<file path="config.mk">
export PLATFORM = sky130hd
export DESIGN_NAME = dspi_ctrl_reg_node
export DESIGN_NICKNAME = d
export VERILOG_FILES = /design/src/rtl/dspi_pkg.sv /design/src/rtl/dspi_pipe_stage.sv /design/src/rtl/dspi_ctrl_reg_node.sv
export SDC_FILE = /design/constraint.sdc
export NUM_CORES = 1
export LEC_CHECK = 0
export BUFFER_PORTS_ARGS = -buffer_cell sky130_fd_sc_hd__buf_2
export CAP_MARGIN = 40
export CORE_AREA = 4 4 562 564
export DETAILED_ROUTE_END_ITERATION = 16
export DIE_AREA = 0 0 566 568
export SLEW_MARGIN = 10
export SYNTH_ARGS = -nofsm -noshare
export SYNTH_HDL_FRONTEND = slang
export SYNTH_SLANG_ARGS = --single-unit
</file>
<file path="constraint.sdc">
create_clock -name clk -period 4.96 [get_ports clk]
set_input_delay 0.992 -clock clk [delete_from_list [all_inputs] [get_ports clk]]
set_output_delay 0.992 -clock clk [all_outputs]
set_load 0.02 [all_outputs]
</file>
<file path="src/rtl/dspi_pkg.sv">
// Shared DSPI encodings: backward instruction commands, control opcodes,
// packet type bit positions and the out-of-range read fill pattern.
package dspi_pkg;

    typedef enum logic [1:0] {
        IDLE    = 2'd0,
        REQUEST = 2'd1,
        REWIND  = 2'd2,
        RESET   = 2'd3
    } instr_cmd_e;

    localparam int TYPE_DATA_BIT = 0;
    localparam int TYPE_CTRL_BIT = 1;

    localparam logic [1:0] TYPE_BUBBLE = 2'b00;
    localparam logic [1:0] TYPE_DATA   = 2'b01;
    localparam logic [1:0] TYPE_CTRL   = 2'b10;

    // Relative opcodes live in ChunkID[MSB-1:0] when ChunkID[MSB] is set.
    localparam int CP_R_CTRL_READ_REQUEST_32b  = 0;
    localparam int CP_R_CTRL_WRITE_32b         = 1;
    localparam int CP_A_CTRL_READ_RESPONSE_32b = 1;

    localparam logic [31:0] CTRL_READ_FILL = 32'hBADA_DD00;

endpackage

</file>
<file path="src/rtl/dspi_pipe_stage.sv">
// One registered slot of the DSPI packet bundle; reset empties the slot.
module dspi_pipe_stage #(
    parameter int DATA_WIDTH  = 512,
    parameter int SID_W       = 4,
    parameter int CKID_W      = 5,
    parameter int CHID_W      = 10,
    parameter int STATE_WIDTH = 32
)(
    input  logic                   clk,
    input  logic                   rstn,
    input  logic [DATA_WIDTH-1:0]  i_data,
    input  logic [1:0]             i_type,
    input  logic                   i_last,
    input  logic [SID_W-1:0]       i_streamId,
    input  logic [CKID_W-1:0]      i_chunkId,
    input  logic [CHID_W-1:0]      i_channelId,
    input  logic [STATE_WIDTH-1:0] i_state,
    output logic [DATA_WIDTH-1:0]  o_data,
    output logic [1:0]             o_type,
    output logic                   o_last,
    output logic [SID_W-1:0]       o_streamId,
    output logic [CKID_W-1:0]      o_chunkId,
    output logic [CHID_W-1:0]      o_channelId,
    output logic [STATE_WIDTH-1:0] o_state
);

    logic [DATA_WIDTH-1:0]  r_data;
    logic [1:0]             r_type;
    logic                   r_last;
    logic [SID_W-1:0]       r_streamId;
    logic [CKID_W-1:0]      r_chunkId;
    logic [CHID_W-1:0]      r_channelId;
    logic [STATE_WIDTH-1:0] r_state;

    always_ff @(posedge clk or negedge rstn) begin
        if (!rstn) begin
            r_data      <= '0;
            r_type      <= '0;
            r_last      <= 1'b0;
            r_streamId  <= '0;
            r_chunkId   <= '0;
            r_channelId <= '0;
            r_state     <= '0;
        end else begin
            r_data      <= i_data;
            r_type      <= i_type;
            r_last      <= i_last;
            r_streamId  <= i_streamId;
            r_chunkId   <= i_chunkId;
            r_channelId <= i_channelId;
            r_state     <= i_state;
        end
    end

    assign o_data      = r_data;
    assign o_type      = r_type;
    assign o_last      = r_last;
    assign o_streamId  = r_streamId;
    assign o_chunkId   = r_chunkId;
    assign o_channelId = r_channelId;
    assign o_state     = r_state;

endmodule

</file>
<file path="src/rtl/dspi_ctrl_reg_node.sv">
// DSPI pipeline node with a local control register file: consumes relative-addressed
// control packets aimed at itself and forwards everything else with fixed latency.
module dspi_ctrl_reg_node
    import dspi_pkg::*;
#(
    parameter int DATA_WIDTH                  = 512,
    parameter int STREAM_ID_NUM               = 16,
    parameter int CHUNK_ID_NUM                = 32,
    parameter int CHANNEL_ID_NUM              = 1024,
    parameter int STATE_WIDTH                 = 32,
    parameter int NUM_REGS                    = 8,
    parameter int LATENCY                     = 1,
    parameter int INSTRUCTION_WIDTH           = 2,
    parameter int INSTRUCTION_PARAMETER_WIDTH = 16
)(
    input  logic                                    clk,
    input  logic                                    rstn,
    input  logic [DATA_WIDTH-1:0]                   Front_Data,
    input  logic [1:0]                              Front_Type,
    input  logic                                    Front_Last,
    input  logic [$clog2(STREAM_ID_NUM)-1:0]        Front_StreamID,
    input  logic [$clog2(CHUNK_ID_NUM)-1:0]         Front_ChunkID,
    input  logic [$clog2(CHANNEL_ID_NUM)-1:0]       Front_ChannelID,
    input  logic [STATE_WIDTH-1:0]                  Front_State,
    output logic [DATA_WIDTH-1:0]                   Back_Data,
    output logic [1:0]                              Back_Type,
    output logic                                    Back_Last,
    output logic [$clog2(STREAM_ID_NUM)-1:0]        Back_StreamID,
    output logic [$clog2(CHUNK_ID_NUM)-1:0]         Back_ChunkID,
    output logic [$clog2(CHANNEL_ID_NUM)-1:0]       Back_ChannelID,
    output logic [STATE_WIDTH-1:0]                  Back_State,
    input  logic [INSTRUCTION_WIDTH-1:0]            Back_InstructionType,
    input  logic [$clog2(STREAM_ID_NUM)-1:0]        Back_InstructionStreamID,
    input  logic [$clog2(CHANNEL_ID_NUM)-1:0]       Back_InstructionChannelID,
    input  logic [INSTRUCTION_PARAMETER_WIDTH-1:0]  Back_InstructionParameter,
    output logic [INSTRUCTION_WIDTH-1:0]            Front_InstructionType,
    output logic [$clog2(STREAM_ID_NUM)-1:0]        Front_InstructionStreamID,
    output logic [$clog2(CHANNEL_ID_NUM)-1:0]       Front_InstructionChannelID,
    output logic [INSTRUCTION_PARAMETER_WIDTH-1:0]  Front_InstructionParameter,
    output logic [32*NUM_REGS-1:0]                  Reg_Out,
    output logic [NUM_REGS-1:0]                     Reg_WrStrobe
);

    localparam int SID_W  = $clog2(STREAM_ID_NUM);
    localparam int CKID_W = $clog2(CHUNK_ID_NUM);
    localparam int CHID_W = $clog2(CHANNEL_ID_NUM);
    localparam int OPW    = CKID_W - 1;
    localparam int NWORDS = DATA_WIDTH / 32;

    logic [31:0]            r_regs [NUM_REGS];
    logic [NUM_REGS-1:0]    r_wrStrobe;

    logic                   w_isRel;
    logic [OPW-1:0]         w_opcode;
    logic [7:0]             w_addr;
    logic [31:0]            w_readVal;
    logic [NUM_REGS-1:0]    w_wrEn;

    logic [DATA_WIDTH-1:0]  w_nxtData;
    logic [1:0]             w_nxtType;
    logic                   w_nxtLast;
    logic [SID_W-1:0]       w_nxtStreamId;
    logic [CKID_W-1:0]      w_nxtChunkId;
    logic [CHID_W-1:0]      w_nxtChannelId;
    logic [STATE_WIDTH-1:0] w_nxtState;

    logic [DATA_WIDTH-1:0]  r_s1Data;
    logic [1:0]             r_s1Type;
    logic                   r_s1Last;
    logic [SID_W-1:0]       r_s1StreamId;
    logic [CKID_W-1:0]      r_s1ChunkId;
    logic [CHID_W-1:0]      r_s1ChannelId;
    logic [STATE_WIDTH-1:0] r_s1State;

    logic [INSTRUCTION_WIDTH-1:0]           r_instrType;
    logic [SID_W-1:0]                       r_instrStreamId;
    logic [CHID_W-1:0]                      r_instrChannelId;
    logic [INSTRUCTION_PARAMETER_WIDTH-1:0] r_instrParameter;

    assign w_isRel  = Front_ChunkID[CKID_W-1];
    assign w_opcode = Front_ChunkID[OPW-1:0];
    assign w_addr   = Front_State[7:0];

    // Stage-1 decode: illegal type 2'b11 is folded into a plain control beat.
    always_comb begin
        w_nxtData      = Front_Data;
        w_nxtType      = Front_Type;
        w_nxtLast      = Front_Last;
        w_nxtStreamId  = Front_StreamID;
        w_nxtChunkId   = Front_ChunkID;
        w_nxtChannelId = Front_ChannelID;
        w_nxtState     = Front_State;
        w_wrEn         = '0;
        w_readVal      = CTRL_READ_FILL;
        for (int i = 0; i < NUM_REGS; i++) begin
            if (w_addr == 8'(i)) begin
                w_readVal = r_regs[i];
            end
        end
        if (Front_Type[TYPE_CTRL_BIT]) begin
            w_nxtType = TYPE_CTRL;
            if (w_isRel) begin
                if (Front_ChannelID != '0) begin
                    w_nxtChannelId = Front_ChannelID - CHID_W'(1);
                end else if (w_opcode == OPW'(CP_R_CTRL_READ_REQUEST_32b)) begin
                    w_nxtData      = {NWORDS{w_readVal}};
                    w_nxtLast      = 1'b1;
                    w_nxtChunkId   = {1'b0, OPW'(CP_A_CTRL_READ_RESPONSE_32b)};
                    w_nxtChannelId = '0;
                end else begin
                    w_nxtType = TYPE_BUBBLE;
                    if (w_opcode == OPW'(CP_R_CTRL_WRITE_32b)) begin
                        for (int i = 0; i < NUM_REGS; i++) begin
                            w_wrEn[i] = (w_addr == 8'(i));
                        end
                    end
                end
            end
        end
    end

    always_ff @(posedge clk or negedge rstn) begin
        if (!rstn) begin
            for (int i = 0; i < NUM_REGS; i++) begin
                r_regs[i] <= '0;
            end
            r_wrStrobe <= '0;
        end else begin
            for (int i = 0; i < NUM_REGS; i++) begin
                if (w_wrEn[i]) begin
                    r_regs[i] <= Front_Data[31:0];
                end
            end
            r_wrStrobe <= w_wrEn;
        end
    end

    always_ff @(posedge clk or negedge rstn) begin
        if (!rstn) begin
            r_s1Data      <= '0;
            r_s1Type      <= '0;
            r_s1Last      <= 1'b0;
            r_s1StreamId  <= '0;
            r_s1ChunkId   <= '0;
            r_s1ChannelId <= '0;
            r_s1State     <= '0;
        end else begin
            r_s1Data      <= w_nxtData;
            r_s1Type      <= w_nxtType;
            r_s1Last      <= w_nxtLast;
            r_s1StreamId  <= w_nxtStreamId;
            r_s1ChunkId   <= w_nxtChunkId;
            r_s1ChannelId <= w_nxtChannelId;
            r_s1State     <= w_nxtState;
        end
    end

    always_ff @(posedge clk or negedge rstn) begin
        if (!rstn) begin
            r_instrType      <= INSTRUCTION_WIDTH'(IDLE);
            r_instrStreamId  <= '0;
            r_instrChannelId <= '0;
            r_instrParameter <= '0;
        end else begin
            r_instrType      <= Back_InstructionType;
            r_instrStreamId  <= Back_InstructionStreamID;
            r_instrChannelId <= Back_InstructionChannelID;
            r_instrParameter <= Back_InstructionParameter;
        end
    end

    logic [DATA_WIDTH-1:0]  w_pData      [LATENCY];
    logic [1:0]             w_pType      [LATENCY];
    logic                   w_pLast      [LATENCY];
    logic [SID_W-1:0]       w_pStreamId  [LATENCY];
    logic [CKID_W-1:0]      w_pChunkId   [LATENCY];
    logic [CHID_W-1:0]      w_pChannelId [LATENCY];
    logic [STATE_WIDTH-1:0] w_pState     [LATENCY];

    assign w_pData[0]      = r_s1Data;
    assign w_pType[0]      = r_s1Type;
    assign w_pLast[0]      = r_s1Last;
    assign w_pStreamId[0]  = r_s1StreamId;
    assign w_pChunkId[0]   = r_s1ChunkId;
    assign w_pChannelId[0] = r_s1ChannelId;
    assign w_pState[0]     = r_s1State;

    // Stages after the first only add delay so every beat sees exactly LATENCY cycles.
    for (genvar g = 1; g < LATENCY; g++) begin : g_delay
        dspi_pipe_stage #(
            .DATA_WIDTH  (DATA_WIDTH),
            .SID_W       (SID_W),
            .CKID_W      (CKID_W),
            .CHID_W      (CHID_W),
            .STATE_WIDTH (STATE_WIDTH)
        ) u_stage (
            .clk         (clk),
            .rstn        (rstn),
            .i_data      (w_pData[g-1]),
            .i_type      (w_pType[g-1]),
            .i_last      (w_pLast[g-1]),
            .i_streamId  (w_pStreamId[g-1]),
            .i_chunkId   (w_pChunkId[g-1]),
            .i_channelId (w_pChannelId[g-1]),
            .i_state     (w_pState[g-1]),
            .o_data      (w_pData[g]),
            .o_type      (w_pType[g]),
            .o_last      (w_pLast[g]),
            .o_streamId  (w_pStreamId[g]),
            .o_chunkId   (w_pChunkId[g]),
            .o_channelId (w_pChannelId[g]),
            .o_state     (w_pState[g])
        );
    end

    assign Back_Data      = w_pData[LATENCY-1];
    assign Back_Type      = w_pType[LATENCY-1];
    assign Back_Last      = w_pLast[LATENCY-1];
    assign Back_StreamID  = w_pStreamId[LATENCY-1];
    assign Back_ChunkID   = w_pChunkId[LATENCY-1];
    assign Back_ChannelID = w_pChannelId[LATENCY-1];
    assign Back_State     = w_pState[LATENCY-1];

    for (genvar g = 0; g < NUM_REGS; g++) begin : g_regOut
        assign Reg_Out[32*g +: 32] = r_regs[g];
    end

    assign Reg_WrStrobe               = r_wrStrobe;
    assign Front_InstructionType      = r_instrType;
    assign Front_InstructionStreamID  = r_instrStreamId;
    assign Front_InstructionChannelID = r_instrChannelId;
    assign Front_InstructionParameter = r_instrParameter;

endmodule

</file>
After elaboration in Yosys (flattened, before gate mapping)
Index checks and enable logic that the tools add are counted.
- register bits: 862
- bits of input ports: 600
- output and inout port bits: 862
- logic and storage cells: 65
- $add $sub $neg: 1
- equal/unequal tests: 8
- multiplexer cells: 33
- reductions and logical operators: 3
- operators by type and width (cell ; count):
    512-bit two-way mux ; 4
    32-bit two-way mux ; 8
    10-bit two-way mux ; 4
    8-bit two-way mux ; 5
    8-bit by 3-bit == test with 1-bit output (second input constant) ; 4
    5-bit two-way mux ; 4
    8-bit by 2-bit == test with 1-bit output (second input constant) ; 2
    10-bit nonzero test ; 1
    10-bit by 1-bit subtractor with 10-bit output (second input constant) ; 1
    8-bit by 1-bit == test with 1-bit output (second input constant) ; 1
    8-bit zero test ; 1
    2-bit two-way mux ; 4
    4-bit by 1-bit == test with 1-bit output (second input constant) ; 1
    4-bit zero test ; 1
    1-bit two-way mux ; 4

Depth between registers and ports, before layout
- depth in word-level cells: 13
- mapped depth: 11
- gate-level depth less buffers: 7

Worst setup path after synthesis
Ideal clock, no wire load.
- path type: input-to-reg
- start: input Front_ChannelID[0]
- end: register r_regs, in the netlist Reg_Out[226]
- setup time: 0.125 ns
- arrival time: 2.762 ns
- required time: 4.835 ns
- path slack: 2.074 ns
- stages: 8
- path buffers: 1
- path through: inv_1 -> ha_1 -> nand2b_1 -> nor4_1 -> nand2_1 -> nor3_4 -> buf_4 -> mux2_2
- longest elaborated chain between the ends: 4
- RTL lines (what ; RTL line ; RTL):
    from (decl) ; dspi_ctrl_reg_node.sv:23 ; input logic [$clog2(CHANNEL_ID_NUM)-1:0] Front_ChannelID,
    10-bit nonzero test ; dspi_ctrl_reg_node.sv:103 ; if (Front_ChannelID != '0) begin
    8-bit two-way mux ; dspi_ctrl_reg_node.sv:103 ;
    8-bit two-way mux ; dspi_ctrl_reg_node.sv:102 ; if (w_isRel) begin
    8-bit two-way mux ; dspi_ctrl_reg_node.sv:100 ; if (Front_Type[TYPE_CTRL_BIT]) begin
    to (signal, indexed assignment) ; dspi_ctrl_reg_node.sv:131 ; r_regs[i] <= Front_Data[31:0];
    to (decl) ; dspi_ctrl_reg_node.sv:50 ; logic [31:0] r_regs [NUM_REGS];
Every way passes these cells.
A chain may end at the register's enable or synchronous reset.

Worst setup path in the final report
- start: input Front_ChannelID[1]
- end: register r_s1Data[85], in the netlist Back_Data[85]
- longest elaborated chain between the ends: 4
- RTL lines (what ; RTL line ; RTL):
    10-bit nonzero test ; dspi_ctrl_reg_node.sv:103 ;
    512-bit two-way mux ; dspi_ctrl_reg_node.sv:103 ;
    512-bit two-way mux ; dspi_ctrl_reg_node.sv:102 ;
    512-bit two-way mux ; dspi_ctrl_reg_node.sv:100 ;
    net w_nxtData[85] ; dspi_ctrl_reg_node.sv:59 ; logic [DATA_WIDTH-1:0] w_nxtData;
    to (signal assigned) ; dspi_ctrl_reg_node.sv:148 ; r_s1Data <= w_nxtData;
    to (decl) ; dspi_ctrl_reg_node.sv:67 ; logic [DATA_WIDTH-1:0] r_s1Data;
The timed path passes the listed nets, and every way through them passes these cells.

==> metrics <==
post-synthesis mux area share 12.9%; post-synthesis average cell area 12.8 um^2; portion of the clock cycle consumed by the worst path in the final layout 65.8%; pwr/cell area ~360 nW/um^2; Post-synth EDFFs 0; number of filler instances in the final layout 34900; Critical Path End Type flop; largest vdd supply drop 256 uV; async set-or-reset flop fraction in the synthesized netlist 100%; Sequential Area 21600 um^2; top post-synthesis cells by count sky130_fd_sc_hd__dfrtp_1, sky130_fd_sc_hd__nor2_1, sky130_fd_sc_hd__nand2_1, sky130_fd_sc_hd__mux2_2, sky130_fd_sc_hd__a21o_1; post-synth top area share 67.4%; width of the die 566 um; master of the slowest instance on the critical path sky130_fd_sc_hd__buf_4; total number of placement rows about 210; combinational family with the most area after synthesis multiplexers; XOR/XNOR Fraction of Synth Area 0.0548%; post-synthesis compound-gate area fraction 6.38%; clock buffers created by TritonCTS 107; total routing resource utilization after global routing between 15 and 20%; Die H approximately 570 um; via density per instance approximately 3.6; Setup Buffers After CTS 0; Setup violations, final 0; element type at the critical path start primary input; Worst Setup Path Type primary input to flop; critical path's most frequent cell sky130_fd_sc_hd__nand2_1; weighted congestion reported at the end of routability-driven placement 0.957; net count of the finished layout 4583; number of buffer and inverter instances along the worst setup path 4; TritonCTS Sinks 862; Yosys warning total 0; Unique masters post-synth 52; total global routing overflow 0; relative max-transition margin 38.3%; maximum capacitance violations 0; area added between synthesis and finish 51.7%; dominant register cell in the synthesized netlist sky130_fd_sc_hd__dfrtp_1; iteration count of the initial detailed-routing pass 5; ratio of cells with drive above 1 in the final layout between 50 and 60%; drt total wl 293 mm; clock tree root driver cell sky130_fd_sc_hd__clkbuf_16; number of violations reported at the end of detailed-routing iteration 0 2916; pin count of the biggest net entering global routing approximately 130; Max Root-Sink Buffers 4; worst-path fanout max 80; instance count of the mapped netlist 2497; ranking of synthesized cells by area sky130_fd_sc_hd__dfrtp_1, sky130_fd_sc_hd__mux2_2, sky130_fd_sc_hd__nor2_1, sky130_fd_sc_hd__nand2_1, sky130_fd_sc_hd__a21o_1; starting utilization of the core area 10.3%; routed len/inst 35.4 um; cells along the critical path buf_2 > inv_1 > ha_1 > nand2b_1 > nor2_1 > nand4_1 > buf_12 > buf_4 > nand2_1 > nand2_1; final critical delay including setup and external delays approximately 3300 ps; vias in the first global route 28500; final hold vios 0; via count 29400; Core ar. 311000 um^2; Residual DRC 0; area fraction in and, or, nand and nor cells after synthesis 10.6%; number of gates resized after CTS 0; CTS tree yes; slew of the pin with the lowest slew margin 923 ps; most numerous cell in the Yosys netlist sky130_fd_sc_hd__dfrtp_1; dpl hpwl between 200 and 300 mm; antenna violations before repair between 300 and 400; number of nets produced by synthesis 3098; largest area contributor in the netlist sky130_fd_sc_hd__dfrtp_1; largest stage delay on the critical path 440 ps; largest delay contributor family on the critical path simple AND/OR/NAND/NOR gates; post-synthesis instance area approximately 32000 um^2; utilization after layout 15.6%; number of H-tree branching levels 3; area of combinational cells with multiple inputs 9640 um^2; class of the tightest hold or removal check primary input to asynchronous set/reset pin; I/O pin count 1462; run status finished, final reports clean; Final Hold Slack 183 ps; required arrival time at the worst endpoint 5540 ps; Max Clock Freq 0.306 GHz; die area 321000 um^2; unrepaired setup endpoints after global routing no; setup tns final 0 ps; number of pins exceeding their max-slew limit in the final report 0; static leakage 24.5 nW; endpoint arrival time on the critical path ~3800 ps; clock transition at the registers of the reported paths 60 ps; part of the Yosys area used for sequential elements 67.4%; post-synthesis share of cell area spent on full adders, half adders and majority gates 0.0391%; Hold-fix buffers, CTS 0; input/output buffers 1461; clock latency at the later pin of the worst-skew pair 870 ps; total power draw 0.0175 W; synthesis-stage register bit count around 860; Antenna Violating Nets Remaining 0; global-route wire length before repair roughly 360 mm; Max Clock Skew 86.5 ps
==> state kept, by name, summed over array words and instances, names as in the netlist <==
signal,count
Back_Data,512
Reg_Out,256
Back_State,32
Front_InstructionParameter,16
Back_ChannelID,10
Front_InstructionChannelID,10
Reg_WrStrobe,8
Back_ChunkID,5
Back_StreamID,4
Front_InstructionStreamID,4
Back_Type,2
Front_InstructionType,2
Back_Last,1
==> report_power, final <==
part | switching, W | leakage, nW | total (W) | internal [W]
clock | 0.00349 | 1.79 | 0.00842 | 0.00494
sequential | 0.000130 | 10.7 | 0.00741 | 0.00728
combinational | 0.00117 | 12.1 | 0.00167 | 0.000499
==> through the flow <==
| stage | cell area (um^2) | cells | setup WS, ps |
|---|---|---|---|
| final | 48500 | 8281 | 1690 |
| after CTS | 48300 | 8209 | 1700 |
| after global placement | 44600 | 8011 | 745 |
| after detailed placement | 44600 | 8013 | 782 |
| after floorplan | 32000 | 2497 | 2070 |
| after global routing | 48400 | 8232 | 1580 |
==> cell type report <==
cell class	instances	area share, %
sequential	862	44.5
multi-input combinational	1462	19.9
timing repair buffer	1544	16.9
tap	4140	10.7
clock buffer	141	6.15
clock inverter	55	1.50
antenna	72	0.371
inverter	5	0.0413
==> kinds of logic after synthesis <==
group	Yosys count
DFF	862
adders and majority gates	1
muxes	331
xor gates and xnor gates	2
AOI/OAI and AO/OA	296
buffers and inverters	173
and+or+nand+nor	832
==> layout by cell type (no fill, tap or decap), drive strengths merged, types with 2 or more instances in the layout <==
master	synthesis	final
or4	5	5
a221oi	5	5
and4	2	2
o22ai	12	12
clkinv	0	24
a22o	6	6
a221o	2	2
clkinvlp	0	13
and3	13	13
nand4	7	7
nand3	5	5
xnor2	2	2
nor4	7	7
nand2b	7	7
nor3	17	17
nand2	295	295
inv	5	10
nor2b	4	4
mux2	268	268
o21ai	77	77
a21oi	22	22
bufinv	0	13
clkbuf	80	141
a21o	147	147
a22oi	9	9
mux2i	25	25
o211ai	12	12
mux4	38	38
nor2	464	464
or3	2	2
dfrtp	862	862
diode	0	72
buf	88	1544
==> worst paths after layout <==
kind                                               from                             to  slack, ps  cells past startpoint
max reg2reg                                 Reg_Out[78]                 Back_Data[270]       2610                      6
min reg2reg                                 Reg_Out[18]                    Reg_Out[18]        530                      1
max in group asynchronous                          rstn                 Back_Data[481]       3470                      2
max                                  Front_ChannelID[1]                  Back_Data[85]       1690                     10
min in group clk           Back_InstructionParameter[3]  Front_InstructionParameter[3]        270                      1
min                                                rstn  Front_InstructionParameter[3]        180                      1
==> per-layer routing <==
metal	wire, um	global-route usage, %	vias to the layer above
li1	-	-	11500
met1	103000	18.6	14700
met2	116000	24.5	2203
met3	64500	17.5	717
met4	7630	3.79	362
met5	2310	0	-
No activity file was read; power rests on OpenSTA's default activity.
